==> config.mk <==
export PLATFORM = sky130hd
export DESIGN_NAME = instr_fetch
export DESIGN_NICKNAME = d
export VERILOG_FILES = /design/src/rtl/fetch_defs_pkg.sv /design/src/rtl/pc_reg.sv /design/src/rtl/instr_fetch.sv
export SDC_FILE = /design/constraint.sdc
export NUM_CORES = 1
export LEC_CHECK = 0
export CELL_PAD_IN_SITES_DETAIL_PLACEMENT = 0
export CELL_PAD_IN_SITES_GLOBAL_PLACEMENT = 1
export CORE_ASPECT_RATIO = 2
export CORE_MARGIN = 1
export CORE_UTILIZATION = 39
export CTS_CLUSTER_DIAMETER = 150
export DETAILED_ROUTE_END_ITERATION = 10
export HOLD_SLACK_MARGIN = 0.06
export PLACE_DENSITY = 0.95
export SLEW_MARGIN = 40
export SYNTH_ARGS = -nofsm -noshare
export SYNTH_HDL_FRONTEND = slang
export SYNTH_SLANG_ARGS = --single-unit
==> constraint.sdc <==
create_clock -name clk -period 4.8 [get_ports clk]
set_input_delay 0.48 -clock clk [delete_from_list [all_inputs] [get_ports clk]]
set_output_delay 0.48 -clock clk [all_outputs]
set_load 0.1 [all_outputs]
==> src/rtl/fetch_defs_pkg.sv <==
// Shared fetch definitions: FSM state encoding and parameter defaults.
// Imported by instr_fetch and by the control unit so both agree on the
// state encoding and the reset/timeout defaults.
package fetch_defs_pkg;

  typedef enum logic [1:0] {
    ST_IDLE = 2'd0,
    ST_REQ  = 2'd1,
    ST_WAIT = 2'd2,
    ST_LOAD = 2'd3
  } fetch_state_e;

  localparam logic [15:0] RESET_PC_DEFAULT = 16'h0000;
  localparam int          MAX_WAIT_DEFAULT = 15;

  // Wait counter must hold MAX_WAIT and is never narrower than 4 bits.
  function automatic int wait_cnt_width(input int max_wait);
    int w;
    w = $clog2(max_wait + 1);
    return (w < 4) ? 4 : w;
  endfunction

endpackage

==> src/rtl/pc_reg.sv <==
// Program counter register with load, increment and 16-bit wrap.
// Ports:
//   clk, rst_n    clock, asynchronous active-low reset (pc <= RESET_PC)
//   ld, ld_val    load pc with ld_val (takes priority over inc)
//   inc           pc <= pc + 1, wrapping 16'hFFFF -> 16'h0000
//   pc            current program counter
module pc_reg #(
  parameter logic [15:0] RESET_PC = 16'h0000
) (
  input  logic        clk,
  input  logic        rst_n,
  input  logic        ld,
  input  logic [15:0] ld_val,
  input  logic        inc,
  output logic [15:0] pc
);

  logic [15:0] pc_q, pc_d;

  always_comb begin
    pc_d = pc_q;
    if (ld)       pc_d = ld_val;
    else if (inc) pc_d = pc_q + 16'd1;  // natural 16-bit wrap
  end

  always_ff @(posedge clk or negedge rst_n) begin
    if (!rst_n) pc_q <= RESET_PC;
    else        pc_q <= pc_d;
  end

  assign pc = pc_q;

endmodule

==> src/rtl/instr_fetch.sv <==
// Instruction fetch unit: IDLE -> REQ -> (WAIT)* -> LOAD -> IDLE.
// Ports:
//   clk, rst_n          clock, asynchronous active-low reset
//   fetch_en            start a fetch (sampled in IDLE only)
//   pc_ld, pc_ld_val    PC redirect; immediate in IDLE, deferred otherwise
//   mem_rdata, mem_ready  memory response
//   mem_rd, mem_addr    memory read strobe and word address (= pc)
//   instr_data, irwr    fetched word and one-cycle IR write strobe
//   pc                  program counter
//   busy                high outside IDLE
//   fetch_err           one-cycle pulse after a fetch timeout
module instr_fetch
  import fetch_defs_pkg::*;
#(
  parameter logic [15:0] RESET_PC = RESET_PC_DEFAULT,
  parameter int          MAX_WAIT = MAX_WAIT_DEFAULT
) (
  input  logic        clk,
  input  logic        rst_n,
  input  logic        fetch_en,
  input  logic        pc_ld,
  input  logic [15:0] pc_ld_val,
  input  logic [15:0] mem_rdata,
  input  logic        mem_ready,
  output logic        mem_rd,
  output logic [15:0] mem_addr,
  output logic [15:0] instr_data,
  output logic        irwr,
  output logic [15:0] pc,
  output logic        busy,
  output logic        fetch_err
);

  localparam int             WCW       = wait_cnt_width(MAX_WAIT);
  // WAIT cycle k sees a count of k-1, so the last allowed cycle sees MAX_WAIT-1.
  localparam logic [WCW-1:0] WAIT_LAST = WCW'(MAX_WAIT - 1);

  fetch_state_e   state_q, state_d;
  logic [WCW-1:0] wait_cnt_q, wait_cnt_d;
  logic [15:0]    instr_data_q, instr_data_d;
  logic           fetch_err_q, fetch_err_d;
  logic           pend_q, pend_d;
  logic [15:0]    pend_val_q, pend_val_d;

  logic           timeout;
  logic           redir_act;
  logic           pc_ld_en;
  logic           pc_inc;
  logic [15:0]    pc_target;

  // A redirect arriving in the same cycle as LOAD/timeout still counts,
  // and the newest pc_ld_val wins over an older pending one.
  always_comb begin
    timeout   = (state_q == ST_WAIT) && !mem_ready && (wait_cnt_q == WAIT_LAST);
    redir_act = pend_q || pc_ld;
    pc_target = pc_ld ? pc_ld_val : pend_val_q;
  end

  // State register.
  always_ff @(posedge clk or negedge rst_n) begin
    // NOTE: every flop uses non-blocking assignment so all registers update
    // from the same pre-edge values regardless of statement order.
    if (!rst_n) state_q <= ST_IDLE;
    else        state_q <= state_d;
  end

  // Next-state logic.
  always_comb begin
    // NOTE: default assignment first keeps this combinational; a missing
    // branch would otherwise infer a latch.
    state_d = state_q;
    unique case (state_q)
      ST_IDLE: if (fetch_en && !pc_ld) state_d = ST_REQ;
      ST_REQ:  state_d = mem_ready ? ST_LOAD : ST_WAIT;
      ST_WAIT: begin
        if (mem_ready)    state_d = ST_LOAD;
        else if (timeout) state_d = ST_IDLE;
      end
      ST_LOAD: state_d = ST_IDLE;
      default: state_d = ST_IDLE;
    endcase
  end

  // Outputs.
  always_comb begin
    mem_rd = (state_q == ST_REQ) || (state_q == ST_WAIT);
    busy   = (state_q != ST_IDLE);
    irwr   = (state_q == ST_LOAD) && !redir_act;  // squashed by a redirect
  end

  // Datapath next values.
  always_comb begin
    wait_cnt_d   = '0;
    instr_data_d = instr_data_q;
    fetch_err_d  = timeout;
    pend_d       = pend_q;
    pend_val_d   = pend_val_q;

    if ((state_q == ST_WAIT) && (state_d == ST_WAIT))
      wait_cnt_d = wait_cnt_q + 1'b1;

    if (mem_rd && mem_ready)
      instr_data_d = mem_rdata;

    // Pending redirect is consumed by LOAD or by a timeout.
    if ((state_q == ST_LOAD) || timeout) begin
      pend_d = 1'b0;
    end else if (pc_ld && (state_q != ST_IDLE)) begin
      pend_d     = 1'b1;
      pend_val_d = pc_ld_val;
    end

    pc_ld_en = ((state_q == ST_IDLE) && pc_ld) ||
               (((state_q == ST_LOAD) || timeout) && redir_act);
    pc_inc   = (state_q == ST_LOAD) && !redir_act;
  end

  always_ff @(posedge clk or negedge rst_n) begin
    if (!rst_n) begin
      wait_cnt_q   <= '0;
      instr_data_q <= 16'h0000;
      fetch_err_q  <= 1'b0;
      pend_q       <= 1'b0;
      pend_val_q   <= 16'h0000;
    end else begin
      wait_cnt_q   <= wait_cnt_d;
      instr_data_q <= instr_data_d;
      fetch_err_q  <= fetch_err_d;
      pend_q       <= pend_d;
      pend_val_q   <= pend_val_d;
    end
  end

  pc_reg #(
    .RESET_PC (RESET_PC)
  ) u_pc_reg (
    .clk    (clk),
    .rst_n  (rst_n),
    .ld     (pc_ld_en),
    .ld_val (pc_target),
    .inc    (pc_inc),
    .pc     (pc)
  );

  assign mem_addr   = pc;
  assign instr_data = instr_data_q;
  assign fetch_err  = fetch_err_q;

endmodule

# Word-level counts from Yosys, hierarchy flattened
# Index checks and enable logic that the tools add are counted.
dict set report word_totals {
  register_bits 56
  output_inout_bits 52
}
dict set report classes {
  add_sub_neg 2
  n_eq_ne 5
  muxes 11
  n_bitwise 1
  reduce_logical 21
}
# operator n
set op_table {}
lappend op_table {{$mux W16} 3}
lappend op_table {{$add A16 B1 Y16 const B} 1}
lappend op_table {{$logic_and A1 B1 Y1} 9}
lappend op_table {{$pmux W2 S4} 1}
lappend op_table {{$eq A2 B2 Y1 const B} 3}
lappend op_table {{$mux W2} 3}
lappend op_table {{$reduce_bool A2 Y1} 3}
lappend op_table {{$add A4 B1 Y4 const B} 1}
lappend op_table {{$eq A4 B4 Y1 const B} 1}
lappend op_table {{$logic_or A1 B1 Y1} 4}
lappend op_table {{$mux W4} 1}
lappend op_table {{$logic_not A1 Y1} 3}
lappend op_table {{$mux W1} 3}
lappend op_table {{$eq A2 B1 Y1 const B} 1}
lappend op_table {{$logic_not A2 Y1} 1}
lappend op_table {{$reduce_and A2 Y1} 1}
lappend op_table {{$not A1 Y1} 1}

# Depth between registers and ports, before layout
# Gate-level depths: netlist of the first run.
dict set report depth {
  ltp_word 9
  depth_mapped 8
  depth_no_buf 7
}

# Cells and area by module
# From an unflattened synthesis of the first run, not the netlist that was laid out.
dict set report hier_totals {
  hier_cells 246
  hier_area_um2 2909.0
}
# mod n_inst cells_per_inst area_per_inst_um2 seq_area_each_um2
set modules_own_cells {}
lappend modules_own_cells {instr_fetch 1 147 1965.6 1001.0}
lappend modules_own_cells {pc_reg 1 99 943.4 400.4}

# Least setup slack after synthesis of the first run
# No wires, ideal clock.
dict set report synth_path {
  kind {reg2reg}
  start {reg u_pc_reg.pc_q[4], in the netlist u_pc_reg.pc[4]}
  end {reg u_pc_reg.pc_q[15], in the netlist u_pc_reg.pc[15]}
  arrival_ps 2306
  t_required_ps 4722
  slack_ps 2417
  stages_incl_launch_ff 6
  path_buffers 0
  cell_sequence {dfrtp_1 nand4_2 nor4_1 nand4_1 xor2_1 a21oi_1}
}
dict set report synth_via {
  elab_chain_len 3
}
# element line_no
set synth_lines {}
lappend synth_lines {{start: declaration} pc_reg.sv:18} ;# logic [15:0] pc_q, pc_d;
lappend synth_lines {{start signal: assignment} pc_reg.sv:28} ;# else pc_q <= pc_d;
lappend synth_lines {{$add A16 B1 Y16} pc_reg.sv:23} ;# else if (inc) pc_d = pc_q + 16'd1;
lappend synth_lines {{$mux W16} pc_reg.sv:23}
lappend synth_lines {{$mux W16} pc_reg.sv:22} ;# if (ld) pc_d = ld_val;
# Every way passes these cells. The select of a mux whose other input is x is not followed.
# A chain may end at the register's enable or synchronous reset.

# Worst setup path after layout of the first run
dict set report layout_path {
  start {in pc_ld}
  end {out irwr}
}
dict set report layout_via {
  elab_chain_len 3
}
# element line_no
set layout_lines {}
lappend layout_lines {{start: declaration} instr_fetch.sv:21} ;# input logic pc_ld,
lappend layout_lines {{$logic_or A1 B1 Y1} instr_fetch.sv:55} ;# redir_act = pend_q || pc_ld;
lappend layout_lines {{$logic_not A1 Y1} instr_fetch.sv:88} ;# irwr = (state_q == ST_LOAD) && !redir_act;
lappend layout_lines {{$logic_and A1 B1 Y1} instr_fetch.sv:88}
lappend layout_lines {{end: declaration} instr_fetch.sv:28} ;# output logic irwr,
# Every way passes these cells.

==> results of run 1 <==
placed cells by master (no fill, tap or decap), types with 5 or more instances in the layout:
cell type / instances
a21oi_1: 11
a22oi_1: 5
buf_2: 52
clkbuf_16: 5
clkdlybuf4s50_1: 35
dfrtp_1: 56
ha_1: 8
inv_1: 9
mux2_2: 35
mux2i_1: 6
nand2_1: 15
nand3_1: 7
nor2_1: 12
o21ai_0: 10
through the flow:
step                area [µm²]  hold WS (ns)  setup slack, ns  utilization (%)
finish                    3640         0.310             1.86             51.7
global route              3640         0.382             1.73             51.7
CTS                       3640         0.344             1.87             51.6
detailed placement        3470         0.487             1.87             49.2
global placement          3720         0.482             1.90             52.8
floorplan                 2870         0.184             2.42                -
area by class of cell:
| cell class | instances | area, µm² |
|---|---|---|
| fill | 637 | 3400 |
| sequential | 56 | 1400 |
| multi-input combinational | 164 | 1280 |
| timing repair buffer | 91 | 641 |
| clock buffer | 5 | 125 |
| tap | 90 | 113 |
| clock inverter | 3 | 47.5 |
| inverter | 10 | 37.5 |
critical path, stage by stage:
cell	delay, ns
clkdlybuf4s50_1	0.69
buf_4	0.34
or3b_4	0.45
clkinv_1	0.17
buf_4	0.32
cell families (layout without fill, tap and decap cells):
kind of cell	Yosys count	count (layout)	share of synthesized area (%)
buffers and inverters	32	109	6.80
and+or+nand+nor	55	55	10.3
muxes	41	41	15.8
AOI/OAI and AO/OA	53	53	12.6
adders and majority gates	8	8	3.49
DFF	56	56	48.8
xor gates and xnor gates	7	7	2.14
routing by layer:
metal | vias to the layer above | track usage, % | share of wire (%)
li1 | 1044 | - | -
met1 | 1072 | 19.4 | 37
met2 | 66 | 33.8 | 56
met3 | 14 | 3.78 | 4.0
met4 | 0 | 8.58 | 3.0
met5 | - | 0 | 0
worst max-delay path by stage:
stage / from / end / slack (ns)
after CTS: pc_ld / irwr / 1.87
after detailed placement: pc_ld / irwr / 1.87
after floorplan: u_pc_reg.pc[4]$_DFFE_PN0P_ / u_pc_reg.pc[15]$_DFFE_PN0P_ / 2.42
after global placement: pc_ld / irwr / 1.90
final: pc_ld / irwr / 1.86
after global routing: pc_ld / irwr / 1.73
==> impl_metrics.ini, run 1 <==
[floorplanning]
die_h_um = 123
core.rowCount = 43
ios = 89
die_area_um2 = 7730
fp.dieW_um = 62.7
start_util_pct = 40.7
coreArea_um2 = 7050

[finish]
area_growth_syn_to_layout_pct = 26.9
nets = 373
final_cells = 419
drive_above_1_share_pct = 32.5
num_antenna_cells = 0

[detailed_routing]
detail-route-antenna-nets = 0
viasPerCell = 5.24
drc = 0
wl_per_cell_um = 15.8
vias = 2196
dr.pass1.iters = 4
drt_wl_total_mm = 6.63
drt_iter0_markers = 92

[sta]
setup_viol = 0
fin_crit_sh_pct = 61.1
setup-tns-final_ns = 0
slew_viol_final = 0
rsz0062_at_grt = no
fmax_ghz = 0.341
fin_crit_ns = 2.94
final_hold_viol_count = 0
fin_worst_skew_ns = 0.00549
worst_pin_slew_ns = 0.786
slew_headroom_pct = 47.6

[synth]
ys.flop_type = dfrtp_1
yosys.area.top_type = dfrtp_1
synth_seq_area_share_pct = 48.8
avgSynthCellArea_um2 = 11.4
async_flop_share_pct = 100
synth_nets = 297
synth_edf_count = 0
yosysMostFrequentCell = dfrtp_1
synth.area.top_cells = dfrtp_1, mux2_2, buf_4
synth_common_cells = dfrtp_1, mux2_2, buf_4, nand2_1, nor2_1
synth.top_cell.area_share_pct = 48.8
synthDistinctLibCells = 49
ys_warn_count = 0
synthesis.area_um2 = 2870
netlist_instances = 252
yosys_register_bits = 56

[placement]
gp_congestion = 0.833
numPlacedInstances = 411
port_buffers = 88
hpwl_mm = 5.07

[worst_setup_path]
end_kind = output pin
worstPathRequired_ns = 4.32
r2r-end = u_pc_reg.pc[9]$_DFFE_PN0P_
cp.arrival_ns = 2.46
start_kind = input pin
rr_startpoint = state_q[0]$_DFF_PN0_
criticalPathCategory = in2out
crit_fanout = 15
ff2ff_path_depth = 7
r2r_slack_ns = 2.56

[clock_tree]
postCtsSetupRepairBufs = 0
cts_tree = done
cts_made_buffers = 5
htree_num_levels = 2
insertion_delay_ns = 0.30
cts_num_sinks = 56
clockRootBuffer = clkbuf_16
ctsResizeCount = 0
path_clk_slew_ns = 0.07
hold_buffers = 0
cts_max_path_buffers = 2

[grt]
track_usage_pct = 18.2
overflow = 0
antenna_found_initial = 0
grt_pass1_vias = 2192
grt_pass1_wl_mm = 10.8
grt_max_degree = 57

[run]
cap_violations = 0

[status]
status = finished clean

[worst_hold_path]
worstHoldPathType = in2async
Power of run 1 is left out: the tool's default activity adds up to more than one toggle a clock period on the data nets, which glitch-free logic cannot reach.
==> run 2: changes to the inputs <==
--- a/config.mk
+++ b/config.mk
@@ -9,11 +9,11 @@
 export CELL_PAD_IN_SITES_GLOBAL_PLACEMENT = 1
 export CORE_ASPECT_RATIO = 2
 export CORE_MARGIN = 1
-export CORE_UTILIZATION = 39
+export CORE_UTILIZATION = 36
 export CTS_CLUSTER_DIAMETER = 150
 export DETAILED_ROUTE_END_ITERATION = 10
 export HOLD_SLACK_MARGIN = 0.06
-export PLACE_DENSITY = 0.95
+export PLACE_DENSITY = 0.89
 export SLEW_MARGIN = 40
 export SYNTH_ARGS = -nofsm -noshare
 export SYNTH_HDL_FRONTEND = slang
==> constraint.sdc (replaced) <==
create_clock -name clk -period 3 [get_ports clk]
set_input_delay 0.3 -clock clk [delete_from_list [all_inputs] [get_ports clk]]
set_output_delay 0.3 -clock clk [all_outputs]
set_load 0.1 [all_outputs]
==> run 2 against run 1 <==
  * Hold slack gained 0.18 ns
  * Sequential share of layout area is 1.2 points lower
  * Via count about the same
  * Critical path depth grew 2
  * First-iteration DRC count fell by 18%
  * Global-route usage shrank 0.22 points
  * Non-clock buffer count up 3
  * Largest cell class unchanged
  * Final area up 3.2%
  * Final cell count rose by 1.7%
==> impl_metrics.ini, run 2 (synthesis results as in run 1) <==
[run]
cap_violations = 0

[placement]
hpwl_mm = 5.24
gp_congestion = 0.824
port_buffers = 88

[grt]
use_met3_pct = 3.20
grt_pass1_vias = 2313
use_met1_pct = 17.4
grt_pass1_wl_mm = 11.3
busiest_layer = met2
antenna_found_initial = 0
overflow = 0
track_usage_pct = 18.0
grt_use_met2_pct = 35.6
grt_max_degree = 45

[sta]
worst_pin_slew_ns = 0.753
hold_slack_ns = 0.487
setup-tns-final_ns = 0
fin_crit_sh_pct = 72.3
slew_viol_final = 0
fin_crit_ns = 2.17
rsz0062_at_grt = no
setup_viol = 0
final_hold_viol_count = 0
fin_worst_skew_ns = 0.00650
fmax_ghz = 0.461
slew_headroom_pct = 49.8

[finish]
post-route-util_pct = 49.1
num_antenna_cells = 0
mostFrequentLayoutCells = dfrtp_1, buf_4, mux2_2, clkdlybuf4s50_1, nand2_1
n_fill_cell = 752
layout_commonest_cell = dfrtp_1
seqCellArea_um2 = 1400
multi_input_area_um2 = 1270
nets = 376
area_growth_syn_to_layout_pct = 30.9
drive_above_1_share_pct = 32.2

[clock_tree]
path_clk_slew_ns = 0.07
clockRootBuffer = clkbuf_16
cts_num_sinks = 56
ctsResizeCount = 0
cts_made_buffers = 5
insertion_delay_ns = 0.30
cts_tree = done
cts_max_path_buffers = 2
htree_num_levels = 2

[worst_setup_path]
worstPathRequired_ns = 3.18
r2r-end = u_pc_reg.pc[9]$_DFFE_PN0P_
end_kind = flop
ff2ff_path_depth = 7
cp.arrival_ns = 2.35
crit_fanout = 17
r2r_slack_ns = 0.83
rr_startpoint = state_q[0]$_DFF_PN0_
start_kind = flop
criticalPathCategory = reg2reg

[detailed_routing]
drt_iter0_markers = 75
vias = 2194
drc = 0
wl_per_cell_um = 16.1
detail-route-antenna-nets = 0
viasPerCell = 5.15
drt_wl_total_mm = 6.87
dr.pass1.iters = 6

[status]
status = finished clean

[worst_hold_path]
worstHoldPathType = reg2reg
hold_depth = 1
worstHoldStart = wait_cnt_q[0]$_DFF_PN0_
min_to = wait_cnt_q[0]$_DFF_PN0_

[floorplanning]
die_area_um2 = 8360
ios = 89
coreArea_um2 = 7660
core.rowCount = 45
fp.dieW_um = 65.2
die_h_um = 128
start_util_pct = 37.5
==> run 2: how the worst max path moves through the flow <==
| stage | start | end | slack [ns] | cells past startpoint |
|---|---|---|---|---|
| 6_report | state_q[0]$_DFF_PN0_ | u_pc_reg.pc[9]$_DFFE_PN0P_ | 0.83 | 7 |
| 5_1_grt | state_q[0]$_DFF_PN0_ | u_pc_reg.pc[13]$_DFFE_PN0P_ | 0.58 | 7 |
| 4_1_cts | state_q[0]$_DFF_PN0_ | u_pc_reg.pc[9]$_DFFE_PN0P_ | 0.81 | 7 |
| 3_5_place_dp | mem_ready | u_pc_reg.pc[9]$_DFFE_PN0P_ | 0.60 | 6 |
| 3_3_place_gp | mem_ready | u_pc_reg.pc[9]$_DFFE_PN0P_ | 0.67 | 6 |
| 2_1_floorplan | u_pc_reg.pc[4]$_DFFE_PN0P_ | u_pc_reg.pc[15]$_DFFE_PN0P_ | 0.62 | 5 |
==> run 2: critical path: stages, from the launching register on <==
cell	delay, ns
dfrtp_1	0.40
inv_1	0.09
ha_1	0.26
inv_1	0.12
o21bai_2	0.13
a22oi_2	0.66
a31oi_1	0.17
o22a_1	0.23
==> run 2: cell type report <==
class / instances / area share [%]
clock inverter: 1 / 0.200
sequential: 56 / 37.3
clock buffer: 7 / 3.79
timing repair buffer: 94 / 20.7
tap: 94 / 3.13
inverter: 10 / 0.998
multi-input combinational: 164 / 33.9
==> run 2: metal layers <==
| metal | share of wire [%] | vias to the layer above | wire [µm] |
|---|---|---|---|
| met4 | 2.3 | 0 | 156 |
| met3 | 4.2 | 10 | 289 |
| li1 | - | 1049 | - |
| met1 | 35 | 1071 | 2370 |
| met2 | 59 | 64 | 4050 |
| met5 | 0 | - | 0 |
==> run 2: through the flow <==
stage	cells	setup slack [ns]	area, µm²
finish	426	0.832	3760
global route	426	0.582	3760
CTS	426	0.810	3760
detailed placement	417	0.597	3600
global placement	417	0.666	3660
floorplan	252	0.617	2870
==> run 2: what timing repair did <==
| item | 4_1_cts | 5_1_grt |
|---|---|---|
| hold endpoints to repair | 43 | 0 |
| hold buffers | 1 | 0 |
| setup buffers | 0 | 0 |
Power of run 2 is left out for the same reason.
==> run 3: changes to the inputs <==
==> constraint.sdc (replaced) <==
create_clock -name clk -period 2.1 [get_ports clk]
set_input_delay 0.21 -clock clk [delete_from_list [all_inputs] [get_ports clk]]
set_output_delay 0.21 -clock clk [all_outputs]
set_load 0.1 [all_outputs]
==> run 3 against run 2 <==
  * Maximum frequency grew 9.2%
  * Die area stayed put
  * Highest routed layer unchanged
  * Critical path type unchanged
  * Hold slack better by 0.013 ns
==> impl_metrics.ini, run 3 (synthesis results as in run 1) <==
[clock_tree]
clockRootBuffer = clkbuf_16
htree_num_levels = 2
cts_max_path_buffers = 2
path_clk_slew_ns = 0.07
cts_tree = done
insertion_delay_ns = 0.30
cts_made_buffers = 5
cts_num_sinks = 56

[detailed_routing]
drt_iter0_markers = 180
drt_wl_total_mm = 7.06
dr.pass1.iters = 4
detail-route-antenna-nets = 0
drc = 0
viasPerCell = 5.23
wl_per_cell_um = 16.2
vias = 2274

[worst_setup_path]
worstPathRequired_ns = 2.28
critPathMaxStageDelay_ns = 0.45
criticalPathCategory = reg2reg
cp.arrival_ns = 2.17
path_delay_family = simple AND/OR/NAND/NOR gates
cp_slowest_cell = or3b_4
end_kind = flop
cp_cell_sequence = ha_1, or3b_4, nor4_4, nand4_1, xor2_1, a21oi_2
start_kind = flop
crit_buf_inv = 0
crit_fanout = 5

[placement]
gp_congestion = 0.877
port_buffers = 88
hpwl_mm = 5.48

[floorplanning]
die_h_um = 128
die_area_um2 = 8360
ios = 89
core.rowCount = 45
fp.dieW_um = 65.2
coreArea_um2 = 7660
start_util_pct = 37.5

[grt]
grt_pass1_vias = 2227
use_met3_pct = 2.85
grt_pass1_wl_mm = 10.9
grt_max_degree = 32
grt_use_met2_pct = 33.1
overflow = 0
antenna_found_initial = 0
track_usage_pct = 17.5
use_met1_pct = 18.0
busiest_layer = met2

[run]
cap_violations = 0

[sta]
slew_headroom_pct = 53.3
fmax_ghz = 0.504
slew_viol_final = 0
setup-tns-final_ns = 0
fin_crit_ns = 1.99
fin_crit_sh_pct = 94.5
fin_worst_skew_ns = 0.00952
hold_slack_ns = 0.500
final_hold_viol_count = 0
setup_viol = 0
worst_pin_slew_ns = 0.695

[finish]
num_antenna_cells = 0
layout_commonest_cell = buf_4
nets = 386
n_fill_cell = 749
mostFrequentLayoutCells = buf_4, dfrtp_1, mux2_2, clkdlybuf4s50_1, nand2_1
seqCellArea_um2 = 1410
multi_input_area_um2 = 1280
drive_above_1_share_pct = 37.8
area_growth_syn_to_layout_pct = 36.5

[worst_hold_path]
worstHoldPathType = in2async

[status]
status = finished clean
run 3: path summary, 6_finish.rpt:
path / to / depth (start not counted) / slack [ns] / start
max in group asynchronous: wait_cnt_q[2]$_DFF_PN0_ / 3 / 1.00 / rst_n
min in group clk: wait_cnt_q[0]$_DFF_PN0_ / 1 / 0.50 / wait_cnt_q[0]$_DFF_PN0_
min: u_pc_reg.pc[10]$_DFFE_PN0P_ / 2 / 0.50 / rst_n
max: u_pc_reg.pc[14]$_DFFE_PN0P_ / 6 / 0.11 / state_q[0]$_DFF_PN0_
max reg2reg: u_pc_reg.pc[14]$_DFFE_PN0P_ / 6 / 0.11 / state_q[0]$_DFF_PN0_
min reg2reg: wait_cnt_q[0]$_DFF_PN0_ / 1 / 0.50 / wait_cnt_q[0]$_DFF_PN0_
run 3: cell type report:
| cell class | instances | share of cell area [%] |
|---|---|---|
| flip-flops and latches | 56 | 36.0 |
| multi-input cells | 164 | 32.7 |
| repair buffers | 104 | 23.8 |
| clock buffers | 5 | 3.19 |
| well taps | 94 | 3.00 |
| inverters | 10 | 0.990 |
| clock inverters | 2 | 0.319 |
run 3: per-stage QoR:
step	setup WS, ns	cell area (µm²)	instances	util [%]
5_1_grt	-0.00627	3920	435	51.2
4_1_cts	0.0882	3910	434	51.0
6_report	0.115	3920	435	51.2
3_5_place_dp	0.0341	3760	426	49.1
2_1_floorplan	-0.0314	2890	252	-
3_3_place_gp	0.0163	3760	426	49.1
run 3: what timing repair did:
action,in CTS,in global routing
buffers inserted,0,1
setup endpoints to repair,0,1
resized for setup,0,1
hold buffers,1,0
endpoints found under the hold margin,25,0
run 3: layer usage:
layer	routed length, µm	part of all wire (%)
met3	274	3.9
met5	0	0
met2	4170	59
met1	2440	35
met4	173	2.5
Power of run 3 is left out for the same reason.
